**config.mk**
```make
export PLATFORM = sky130hd
export DESIGN_NAME = sync_fifo_prog
export DESIGN_NICKNAME = d
export VERILOG_FILES = /design/src/rtl/sync_fifo_prog.sv
export SDC_FILE = /design/constraint.sdc
export NUM_CORES = 1
export LEC_CHECK = 0
export ABC_CLOCK_PERIOD_IN_PS = 6300
export CAP_MARGIN = 20
export CORE_AREA = 2 2 116 118
export DETAILED_ROUTE_END_ITERATION = 7
export DIE_AREA = 0 0 118 120
export PLACE_DENSITY = 0.77
export SYNTH_ARGS = -nofsm -noshare
export SYNTH_HDL_FRONTEND = slang
export SYNTH_SLANG_ARGS = --single-unit
```
**constraint.sdc**
```tcl
create_clock -name clk -period 6.3 [get_ports clk]
set_input_delay 1.26 -clock clk [delete_from_list [all_inputs] [get_ports clk]]
set_output_delay 1.26 -clock clk [all_outputs]
set_load 0.02 [all_outputs]
```
**src/rtl/sync_fifo_prog.sv**
```systemverilog
// ---------------------------------------------------------------------------
// sync_fifo_prog
//
// Single-clock parametrised FIFO with arbitrary (non power-of-two) depth,
// selectable standard / first-word-fall-through read mode, runtime
// almost-full / almost-empty thresholds, a fill count and sticky
// overflow / underflow error flags.
//
// Parameters
//   DATA_WIDTH   word width in bits
//   DEPTH        number of entries, any integer >= 2
//   FWFT         0 = registered read (1-cycle latency), 1 = fall-through
//
// Ports
//   clk            rising-edge clock for all state
//   rst            synchronous active-low reset
//   wr_data/wr_en  write word and write request
//   full           FIFO holds DEPTH words
//   almost_full    count >= af_thresh
//   rd_en          read request (pop/acknowledge in FWFT mode)
//   rd_data        read word
//   rd_valid       rd_data is valid (registered strobe, or ~empty in FWFT)
//   empty          FIFO holds no words
//   almost_empty   count <= ae_thresh
//   count          current fill level, 0..DEPTH
//   af_thresh      almost-full threshold (quasi-static)
//   ae_thresh      almost-empty threshold (quasi-static)
//   clr_err        clears overflow and underflow
//   overflow       sticky: write attempted while full
//   underflow      sticky: read attempted while empty
// ---------------------------------------------------------------------------
module sync_fifo_prog #(
    parameter  int DATA_WIDTH = 8,
    parameter  int DEPTH      = 16,
    parameter  int FWFT       = 0,
    localparam int AW         = (DEPTH > 1) ? $clog2(DEPTH) : 1,
    localparam int CW         = $clog2(DEPTH + 1)
) (
    input  logic                  clk,
    input  logic                  rst,
    input  logic [DATA_WIDTH-1:0] wr_data,
    input  logic                  wr_en,
    output logic                  full,
    output logic                  almost_full,
    input  logic                  rd_en,
    output logic [DATA_WIDTH-1:0] rd_data,
    output logic                  rd_valid,
    output logic                  empty,
    output logic                  almost_empty,
    output logic [CW-1:0]         count,
    input  logic [CW-1:0]         af_thresh,
    input  logic [CW-1:0]         ae_thresh,
    input  logic                  clr_err,
    output logic                  overflow,
    output logic                  underflow
);

    // Storage and pointer state
    logic [DATA_WIDTH-1:0] mem [DEPTH];
    logic [AW-1:0]         wr_ptr;
    logic [AW-1:0]         rd_ptr;
    logic [CW-1:0]         count_q;
    logic                  overflow_q;
    logic                  underflow_q;

    logic                  wr_acc;
    logic                  rd_acc;

    // Pointers wrap explicitly at DEPTH-1 because DEPTH need not be a
    // power of two, so natural binary rollover cannot be relied on.
    function automatic logic [AW-1:0] next_ptr(input logic [AW-1:0] p);
        if (p == AW'(DEPTH - 1))
            return '0;
        else
            return p + AW'(1);
    endfunction

    // Status flags are decoded from the registered count, so a write into
    // a full FIFO is refused even if a read is accepted the same cycle,
    // and likewise a read from an empty FIFO.
    assign full         = (count_q == CW'(DEPTH));
    assign empty        = (count_q == '0);
    assign almost_full  = (count_q >= af_thresh);
    assign almost_empty = (count_q <= ae_thresh);
    assign count        = count_q;

    assign wr_acc = wr_en & ~full;
    assign rd_acc = rd_en & ~empty;

    assign overflow  = overflow_q;
    assign underflow = underflow_q;

    // Memory array has no reset; only accepted writes outside reset land.
    always_ff @(posedge clk) begin
        if (rst && wr_acc)
            mem[wr_ptr] <= wr_data;
    end

    // Pointer and fill-count bookkeeping. A simultaneous accepted read and
    // write leaves the count unchanged.
    always_ff @(posedge clk) begin
        if (!rst) begin
            wr_ptr  <= '0;
            rd_ptr  <= '0;
            count_q <= '0;
        end else begin
            if (wr_acc)
                wr_ptr <= next_ptr(wr_ptr);
            if (rd_acc)
                rd_ptr <= next_ptr(rd_ptr);
            unique case ({wr_acc, rd_acc})
                2'b10:   count_q <= count_q + CW'(1);
                2'b01:   count_q <= count_q - CW'(1);
                default: count_q <= count_q;
            endcase
        end
    end

    // Sticky error flags: a new error in the same cycle as clr_err wins,
    // so an error is never silently lost by a clear that races it.
    always_ff @(posedge clk) begin
        if (!rst) begin
            overflow_q  <= 1'b0;
            underflow_q <= 1'b0;
        end else begin
            if (wr_en && full)
                overflow_q <= 1'b1;
            else if (clr_err)
                overflow_q <= 1'b0;

            if (rd_en && empty)
                underflow_q <= 1'b1;
            else if (clr_err)
                underflow_q <= 1'b0;
        end
    end

    // Read port: registered read with a one-cycle valid strobe, or a
    // combinational view of the head entry in fall-through mode.
    generate
        if (FWFT == 0) begin : g_std
            logic [DATA_WIDTH-1:0] rd_data_q;
            logic                  rd_valid_q;

            always_ff @(posedge clk) begin
                if (!rst) begin
                    rd_data_q  <= '0;
                    rd_valid_q <= 1'b0;
                end else begin
                    rd_valid_q <= rd_acc;
                    if (rd_acc)
                        rd_data_q <= mem[rd_ptr];
                end
            end

            assign rd_data  = rd_data_q;
            assign rd_valid = rd_valid_q;
        end else begin : g_fwft
            assign rd_data  = mem[rd_ptr];
            assign rd_valid = ~empty;
        end
    endgenerate

endmodule

```
* After elaboration in Yosys (flattened, before gate mapping)
Memories as Yosys holds them, arrays and structs flattened. A register that Yosys moved wholly into a read port is not among the register bits.
Index checks and enable logic that the tools add are counted.
** Storage, ports and cells
- Memories :: 1
- Output and inout bits :: 20
- Input bits :: 23
- Memory bits (writable) :: 128
- Logic and storage cells :: 38
- Register bits after elaboration :: 16
** Cells by class
- Eq/ne operators :: 5
- Add/subtract/negate cells :: 4
- Order comparisons :: 2
- Muxes and demuxes :: 8
- Reduce and logical (&&, ||, !) cells :: 8
- Bitwise operators :: 4
** Memories
- mem :: depth 16, width 8, read ports 1, clocked after memory_dff 1, write ports 1, line 59 : logic [DATA_WIDTH-1:0] mem [DEPTH];
** Operators with widths (number)
- one-hot mux 5 bit (2 select lines) :: 1
- adder 4 x 1 -> 4 bit (second input constant) :: 2
- equality test 4 bit (second input constant) :: 2
- two-way mux 4 bit :: 2
- nonzero test 2 bit :: 3
- adder 5 x 1 -> 5 bit (second input constant) :: 1
- equality test 5 bit (second input constant) :: 1
- greater-or-equal comparator 5 bit :: 1
- <= comparator 5 bit :: 1
- logical NOT 5 bit :: 1
- two-way mux 1 bit :: 5
- subtractor 5 x 1 -> 5 bit (second input constant) :: 1
- logical AND 1 bit :: 3
- AND 1 bit :: 2
- equality test 2 x 1 -> 1 bit (second input constant) :: 1
- equality test 2 bit (second input constant) :: 1
- NOT 1 bit :: 2
- logical NOT 1 bit :: 1

* Longest topological paths before layout
Gate-level depths: netlist (run 1).
- Depth in word-level cells :: 6
- Depth in mapped cells :: 12
- Gate-level depth less buffers :: 11

* Worst setup path after synthesis (run 1)
OpenSTA, ideal clock, no wires.
- Kind :: input-to-output
- Start point :: input ae_thresh[1]
- End point :: output almost_empty
- Buffers on the path :: 0
- Arrival time :: 2390 ps
- Path slack :: 2650 ps
- Stages :: 7
- Path through :: inv_1 > ha_1 > nor2b_1 > o21ai_0 > a21oi_1 > o21a_1 > o22ai_1
** On the way
- Word-level cells in the longest chain between the ends :: 1
** RTL lines
- from (decl) :: line 52 : input logic [CW-1:0] ae_thresh,
- <= comparator 5 bit :: line 84 : assign almost_empty = (count_q <= ae_thresh);
- to (decl) :: line 49 : output logic almost_empty,
Every way passes these cells.

* Final worst setup path (run 1)
Ends and elaborated chain as after synthesis.

==> results of run 1 <==
[tightest hold or removal path, cell delays in order, from the launching register on]
cell     delay [ns]
dfxtp_1        0.32
a22oi_1        0.08
nor2_1         0.08
[cell usage after synthesis, types with 6 or more instances]
cell,count
inv_1,21
mux4_2,15
nand3_1,6
mux2i_1,19
a22oi_1,10
mux4_1,9
nor2_1,30
o22ai_1,9
buf_2,8
o21ai_0,10
a31oi_1,9
ha_1,19
nor3_1,6
a21oi_1,20
dfxtp_1,24
edfxtp_1,128
[stage by stage]
stage               cell area (um2)  power (mW)  worst slack [ns]  util, %
floorplan                      6300        1.72              2.65        -
global placement               6870        1.93              1.79     52.9
detailed placement             6880        1.96              1.70     53.0
CTS                            7580        3.16              1.70     58.4
global route                   7580        3.26              1.63     58.4
finish                         7580        3.14              1.71     58.4
[layout make-up]
type	count	area, um2
inverters	21	78.8
clock buffers	17	425
well taps	176	220
multi-input cells	198	1780
fillers	1009	5400
clock inverters	14	278
flip-flops and latches	152	4320
repair buffers	49	468
[cells by family after synthesis]
kind of cell	count (synthesis)	synth area share (%)
AOI/OAI and AO/OA	68	6.57
xor gates and xnor gates	4	0.556
adders and majority gates	20	4.09
buffers and inverters	40	3.04
DFF	152	68.6
muxes	43	12.1
and+or+nand+nor	63	4.97
[how the worst max path moves through the flow]
stage                             from  slack [ns]  cells after the start      endpoint
after global placement    ae_thresh[1]        1.79                      9  almost_empty
final                     ae_thresh[1]        1.71                      9  almost_empty
after floorplan           ae_thresh[1]        2.65                      7  almost_empty
after global routing      ae_thresh[1]        1.63                      9  almost_empty
after CTS                 ae_thresh[1]        1.70                      9  almost_empty
after detailed placement  ae_thresh[1]        1.70                      9  almost_empty
[power by group through the flow]
stage | clock (mW) | sequential, mW | combinational, mW
after floorplan | 0 | 1.27 | 0.455
after global placement | 0 | 1.22 | 0.712
after detailed placement | 0 | 1.22 | 0.739
after CTS | 1.21 | 1.20 | 0.746
after global routing | 1.25 | 1.21 | 0.799
final | 1.20 | 1.20 | 0.736
[flip-flops by register name, summed over array words and instances (netlist names)]
register / count
mem: 128
count: 5
underflow: 1
rd_ptr: 4
rd_data: 8
rd_valid: 1
wr_ptr: 4
overflow: 1
[routing by layer]
layer  global-route usage (%)  vias up
met5                        0        -
met4                     5.80        0
met3                     5.04       19
met2                     31.3      156
met1                     25.3     1773
li1                         -     1622
==> impl_results.md, run 1 <==
- Status: completed
- CP delay by family, top: buffers and inverters
- TNS Setup: 0 ns
- Slowest stage cell, crit path: clkdlybuf4s50_1
- Worst r2r path cells: 10
- Met3 wire length: about 840 um
- Nets: 482
- Hold Crit Class: reg2reg
- Worst hold start: underflow
- Worst-path maximum fanout: 2
- Post-route ant nets: 0
- Die X: 118 um
- Minimum clock period: 4.59 ns
- Largest net degree at the start of global routing: 32
- Hold Path End: underflow
- Post-Synthesis Net Count: 433
- I/O Buffers: 42
- Max-slew violations: 0
- Top Metal Used: met4
- Slowest stage delay, CP: 0.62 ns
- Synth warnings: 0
- R2r startpoint: count[2]
- Post-route DRC: 0
- Gpl congestion: 0.792
- H-tree Lvls: 4
- Final cycle utilization of the critical path: between 70% and 80%
- CP startpoint kind: input port
- FMAX: 218 MHz
- Fin Hold WS: 0.512 ns
- First-pass GRT wire length: 19900 um
- Synth Register Bits: 152
- Hold path depth: 2
- Crit Path Class: in2out
- Clock Tree Buf Depth: 2
- Inst Count DP: roughly 600
- CTS resizes: 0
- Max_cap viols: 0
- Via/cell ratio: 5.69
- Synth area leader: edfxtp_1
- Hold buffers post-CTS: 0
- Synth cell types: 38
- Unrepaired setup endpoints after global routing: no
- CP cell instances: clkdlybuf4s50_1 -> inv_1 -> ha_1 -> nor2b_1 -> o21ai_0 -> a21oi_1 -> o21a_1 -> o22ai_1 -> clkdlybuf4s50_1
- Initial core utilization: 48.5%
- Switching share of power: a little over a quarter
- Clock power share: 38.2%
- Metal-1 WL: approximately 5500 um
- I/O Pins: 43
- Sequential Power Share: 38.4%
- Pwr dens: between 400 and 500 mW/mm2
- Initial antenna violation count: 0
- CP dominant cell by count: clkdlybuf4s50_1
- CP Data Arrival Time: 3.33 ns
- Core area: roughly 0.013 mm2
- Reg2Reg Capture Point: count[4]
- # diodes: 0
- Register area share after synthesis: 68.6%
- Share of cells above drive strength 1: 11.5%
- Ys flop type: edfxtp_1
- Power Internal: about 2.3 mW
- Synth area leaders: edfxtp_1 61%, dfxtp_1 7.6%, mux4_2 5.4%
- Peak VDD IR: 0.250 mV
- Commonest non-fill, non-tap cell in the layout: edfxtp_1
- DR iter-0 viols: about 360
- Clock network latency to the later pin of the worst-skew pair: 0.41 ns
- Tot GR Track Use: a little under a fifth
- Ys async rst share: 0%
- Root Buffer Master: clkbuf_16
- Layout area overhead: 20.3%
- NetSw: 0.825 mW
- Crit path buffers/inverters: 3
- Crit path required time: 5.04 ns
- Final setup fails: 0
- Reg-to-reg setup timing slack: 3.16 ns
- Postcts setup bufs: 0
- Endpoint class of the critical path: output port
- Non-Filler Instances: about 630
- DP Wirelength: a little under 8000 um
- Final Hold Vio Count: 0
- Static Leak: 2.57 nW
- CTS tree: built
- Final Routed Wirelength: 12700 um
- Detailed-route via count: 3570
- Num CTS Buffers: 17
- Worst-Margin Slew: just under 1 ns
- Commonest cells after routing, fill and taps aside: 128 x edfxtp_1, 42 x clkdlybuf4s50_1, 30 x nor2_1, 24 x dfxtp_1, 21 x inv_1
- Std-Cell Rows: 42
- Clk sinks: 152
- Drt pass-1 iters: 5
- Met2 WL: around 6200 um
- Number of flops mapped to enable cells by yosys: approximately 130
- Total grt overflow: 0
- Post-Synthesis Cells: 390
- Vias in the first global route: 3536
- Clk slew on worst S/H paths: 0.06 ns
- Relative slew slack: between 30% and 40%
- Clk_skew: 0.00497 ns
- Die outline height: 120 um
- Yosys top cell area share: between 60% and 70%
- Routed wire per std cell: 20.3 um
- Mapped Avg Cell Area: roughly 16 um2
- Die Area: between 0.01 and 0.015 mm2
- Synthesized area: about 0.0063 mm2
- Comb pwr share: 23.5%
Note: power is estimated with default switching activity, not from simulation.
==> inputs of run 2 (changes only) <==
- ABC_CLOCK_PERIOD_IN_PS: 6300 -> 4000
- PLACE_DENSITY: 0.77 -> 0.8
- clock period: 6.3 -> 4 ns (I/O delays scaled with it)
==> run 2 against run 1 <==
  * Non-clock buffer count is the same
  * First-iteration DRC count decreased by 21%
  * Combinational power is 47% higher
  * Via count hardly changed
  * Clock power increased by 27%
  * Sequential share of layout area up 1.0 points
  * Sequential power increased by 64%
  * Critical endpoint unchanged
  * Largest cell class unchanged
==> impl_results.md, run 2 (synthesis results as in run 1) <==
- Die X: 118 um (unchanged)
- Commonest cells after routing, fill and taps aside: 128 x edfxtp_1, 42 x clkdlybuf4s50_1, 30 x nor2_1, 23 x dfxtp_1, 21 x inv_1 (was 128 x edfxtp_1, 42 x clkdlybuf4s50_1, 30 x nor2_1, 24 x dfxtp_1, 21 x inv_1)
- CP delay by family, top: buffers and inverters (unchanged)
- DR iter-0 viols: 283 (was 358)
- Biggest register: mem (unchanged)
- Hold Crit Class: reg2reg (unchanged)
- Postcts setup bufs: 0 (unchanged)
- Root Buffer Master: clkbuf_16 (unchanged)
- Minimum clock period: 3.66 ns
- I/O Buffers: 42 (unchanged)
- Clk sinks: 152 (unchanged)
- CP dominant cell by count: clkdlybuf4s50_1 (unchanged)
- TNS Setup: 0 ns (unchanged)
- Pwr dens: 613 mW/mm2 (was 414 mW/mm2)
- Area post-placement: 0.00688 mm2 (about the same)
- Peak VDD IR: 0.427 mV (was 0.250 mV)
- H-tree Lvls: 4 (unchanged)
- Largest net degree at the start of global routing: 32 (unchanged)
- Nets: 482 (unchanged)
- Max reg flops: 128 (unchanged)
- Unrepaired setup endpoints after global routing: no (unchanged)
- Slowest stage cell, crit path: clkdlybuf4s50_1 (unchanged)
- Post-route DRC: 0 (unchanged)
- Final setup fails: 0 (unchanged)
- Commonest non-fill, non-tap cell in the layout: edfxtp_1 (unchanged)
- Final Hold Vio Count: 0 (unchanged)
- Initial antenna violation count: 0 (unchanged)
- Status: completed (unchanged)
- Vias in the first global route: 3803 (was 3536)
- CTS resizes: 0 (unchanged)
- Die outline height: 120 um (unchanged)
- Final Routed Wirelength: 12700 um (about the same)
- Clock Tree Buf Depth: 2 (unchanged)
- CP Data Arrival Time: 2.86 ns (was 3.33 ns)
- CP cell instances: clkdlybuf4s50_1 -> inv_1 -> ha_1 -> nor2b_1 -> o21ai_0 -> a21oi_1 -> o21a_1 -> o22ai_1 -> clkdlybuf4s50_1 (unchanged)
- Final Instance Area: 0.00745 mm2 (was 0.00758 mm2)
- First-pass GRT wire length: 20200 um (was 19900 um)
- Slowest stage delay, CP: 0.63 ns (was 0.62 ns)
- Post-route ant nets: 0 (unchanged)
- Share of cells above drive strength 1: 12.2% (was 11.5%)
- Routed wire per std cell: 20.2 um (was 20.3 um)
- Static Leak: 2.50 nW (was 2.57 nW)
- DP Wirelength: 7880 um (was 7800 um)
- Detailed-route via count: 3568 (was 3570)
- Die Area: 0.0142 mm2 (unchanged)
- Crit path buffers/inverters: 3 (unchanged)
- Worst-path maximum fanout: 2 (unchanged)
- FMAX: approximately 270 MHz
- Tot GR Track Use: 19.2% (was 19.1%)
- Layout area overhead: 18.2% (was 20.3%)
- Crit Path Class: in2out (unchanged)
- Hold buffers post-CTS: 0 (unchanged)
- Drt pass-1 iters: 6 (was 5)
- Std-Cell Rows: 42 (unchanged)
- Worst-Margin Slew: 0.958 ns (was 0.981 ns)
- Endpoint class of the critical path: output port (unchanged)
- Initial core utilization: 48.5% (unchanged)
- Final cycle utilization of the critical path: 91.5%
- CTS tree: built (unchanged)
- Core area: 0.0130 mm2 (unchanged)
- Total grt overflow: 0 (unchanged)
- # diodes: 0 (unchanged)
- Clock network latency to the later pin of the worst-skew pair: 0.43 ns (was 0.41 ns)
- Num CTS Buffers: 17 (unchanged)
- Via/cell ratio: 5.68 (was 5.69)
- Max_cap viols: 0 (unchanged)
- I/O Pins: 43 (unchanged)
- Relative slew slack: 36.0% (was 34.5%)
- CP startpoint kind: input port (unchanged)
- Clk slew on worst S/H paths: 0.06 ns (about the same)
- Max-slew violations: 0 (unchanged)
- Gpl congestion: 0.796 (was 0.792)
- Clk_skew: 0.00649 ns (was 0.00497 ns)
- Crit path required time: 3.20 ns (was 5.04 ns)
[run 2: metrics by stage]
step           power (mW)  worst slack (ns)  hold slack (ns)  util, %  std cells
6_report             4.57             0.340            0.507     57.4        628
5_1_grt              4.77             0.241            0.538     57.4        628
4_1_cts              4.59             0.319            0.514     57.4        628
3_5_place_dp         3.08             0.318            0.499     53.0        596
3_3_place_gp         3.03             0.391            0.495     53.0        596
2_1_floorplan        2.72              1.22            0.582        -        390
[run 2: power by group]
group          internal (mW)  total (mW)  switching (mW)
registers               1.81        1.97           0.154
clock network          0.878        1.52           0.643
logic                  0.542        1.08           0.536
[run 2: cell type report]
type,count,area (um2)
sequential,152,4330
fill,979,5530
timing repair buffer,49,473
clock inverter,13,123
inverter,21,78.8
tap,176,220
multi-input combinational,198,1780
clock buffer,19,443
[run 2: final timing paths]
kind / slack (ns) / to / cells past startpoint / startpoint
hold / removal: 0.51 / overflow / 2 / overflow
setup / recovery: 0.34 / almost_empty / 9 / ae_thresh[1]
setup reg to reg: 1.20 / count[4] / 12 / count[1]
hold reg to reg: 0.51 / overflow / 2 / overflow
[run 2: worst reg2reg max path: stages (launching register included)]
cell and delay, ns:
dfxtp_1 0.39, nor4_4 0.35, a21boi_1 0.12, buf_4 0.19, inv_1 0.06, ha_1 0.22
inv_1 0.10, fa_1 0.39, nor2b_1 0.16, o21ai_1 0.09, nand3_1 0.08, or3b_1 0.39
mux2i_1 0.13
[run 2: routing by layer]
metal | vias up | part of all wire, % | GRT usage [%]
met5 | - | 0 | 0
met3 | 28 | 7.7 | 4.71
li1 | 1616 | - | -
met1 | 1756 | 39 | 23.1
met4 | 0 | 2.9 | 9.19
met2 | 168 | 50 | 32.8
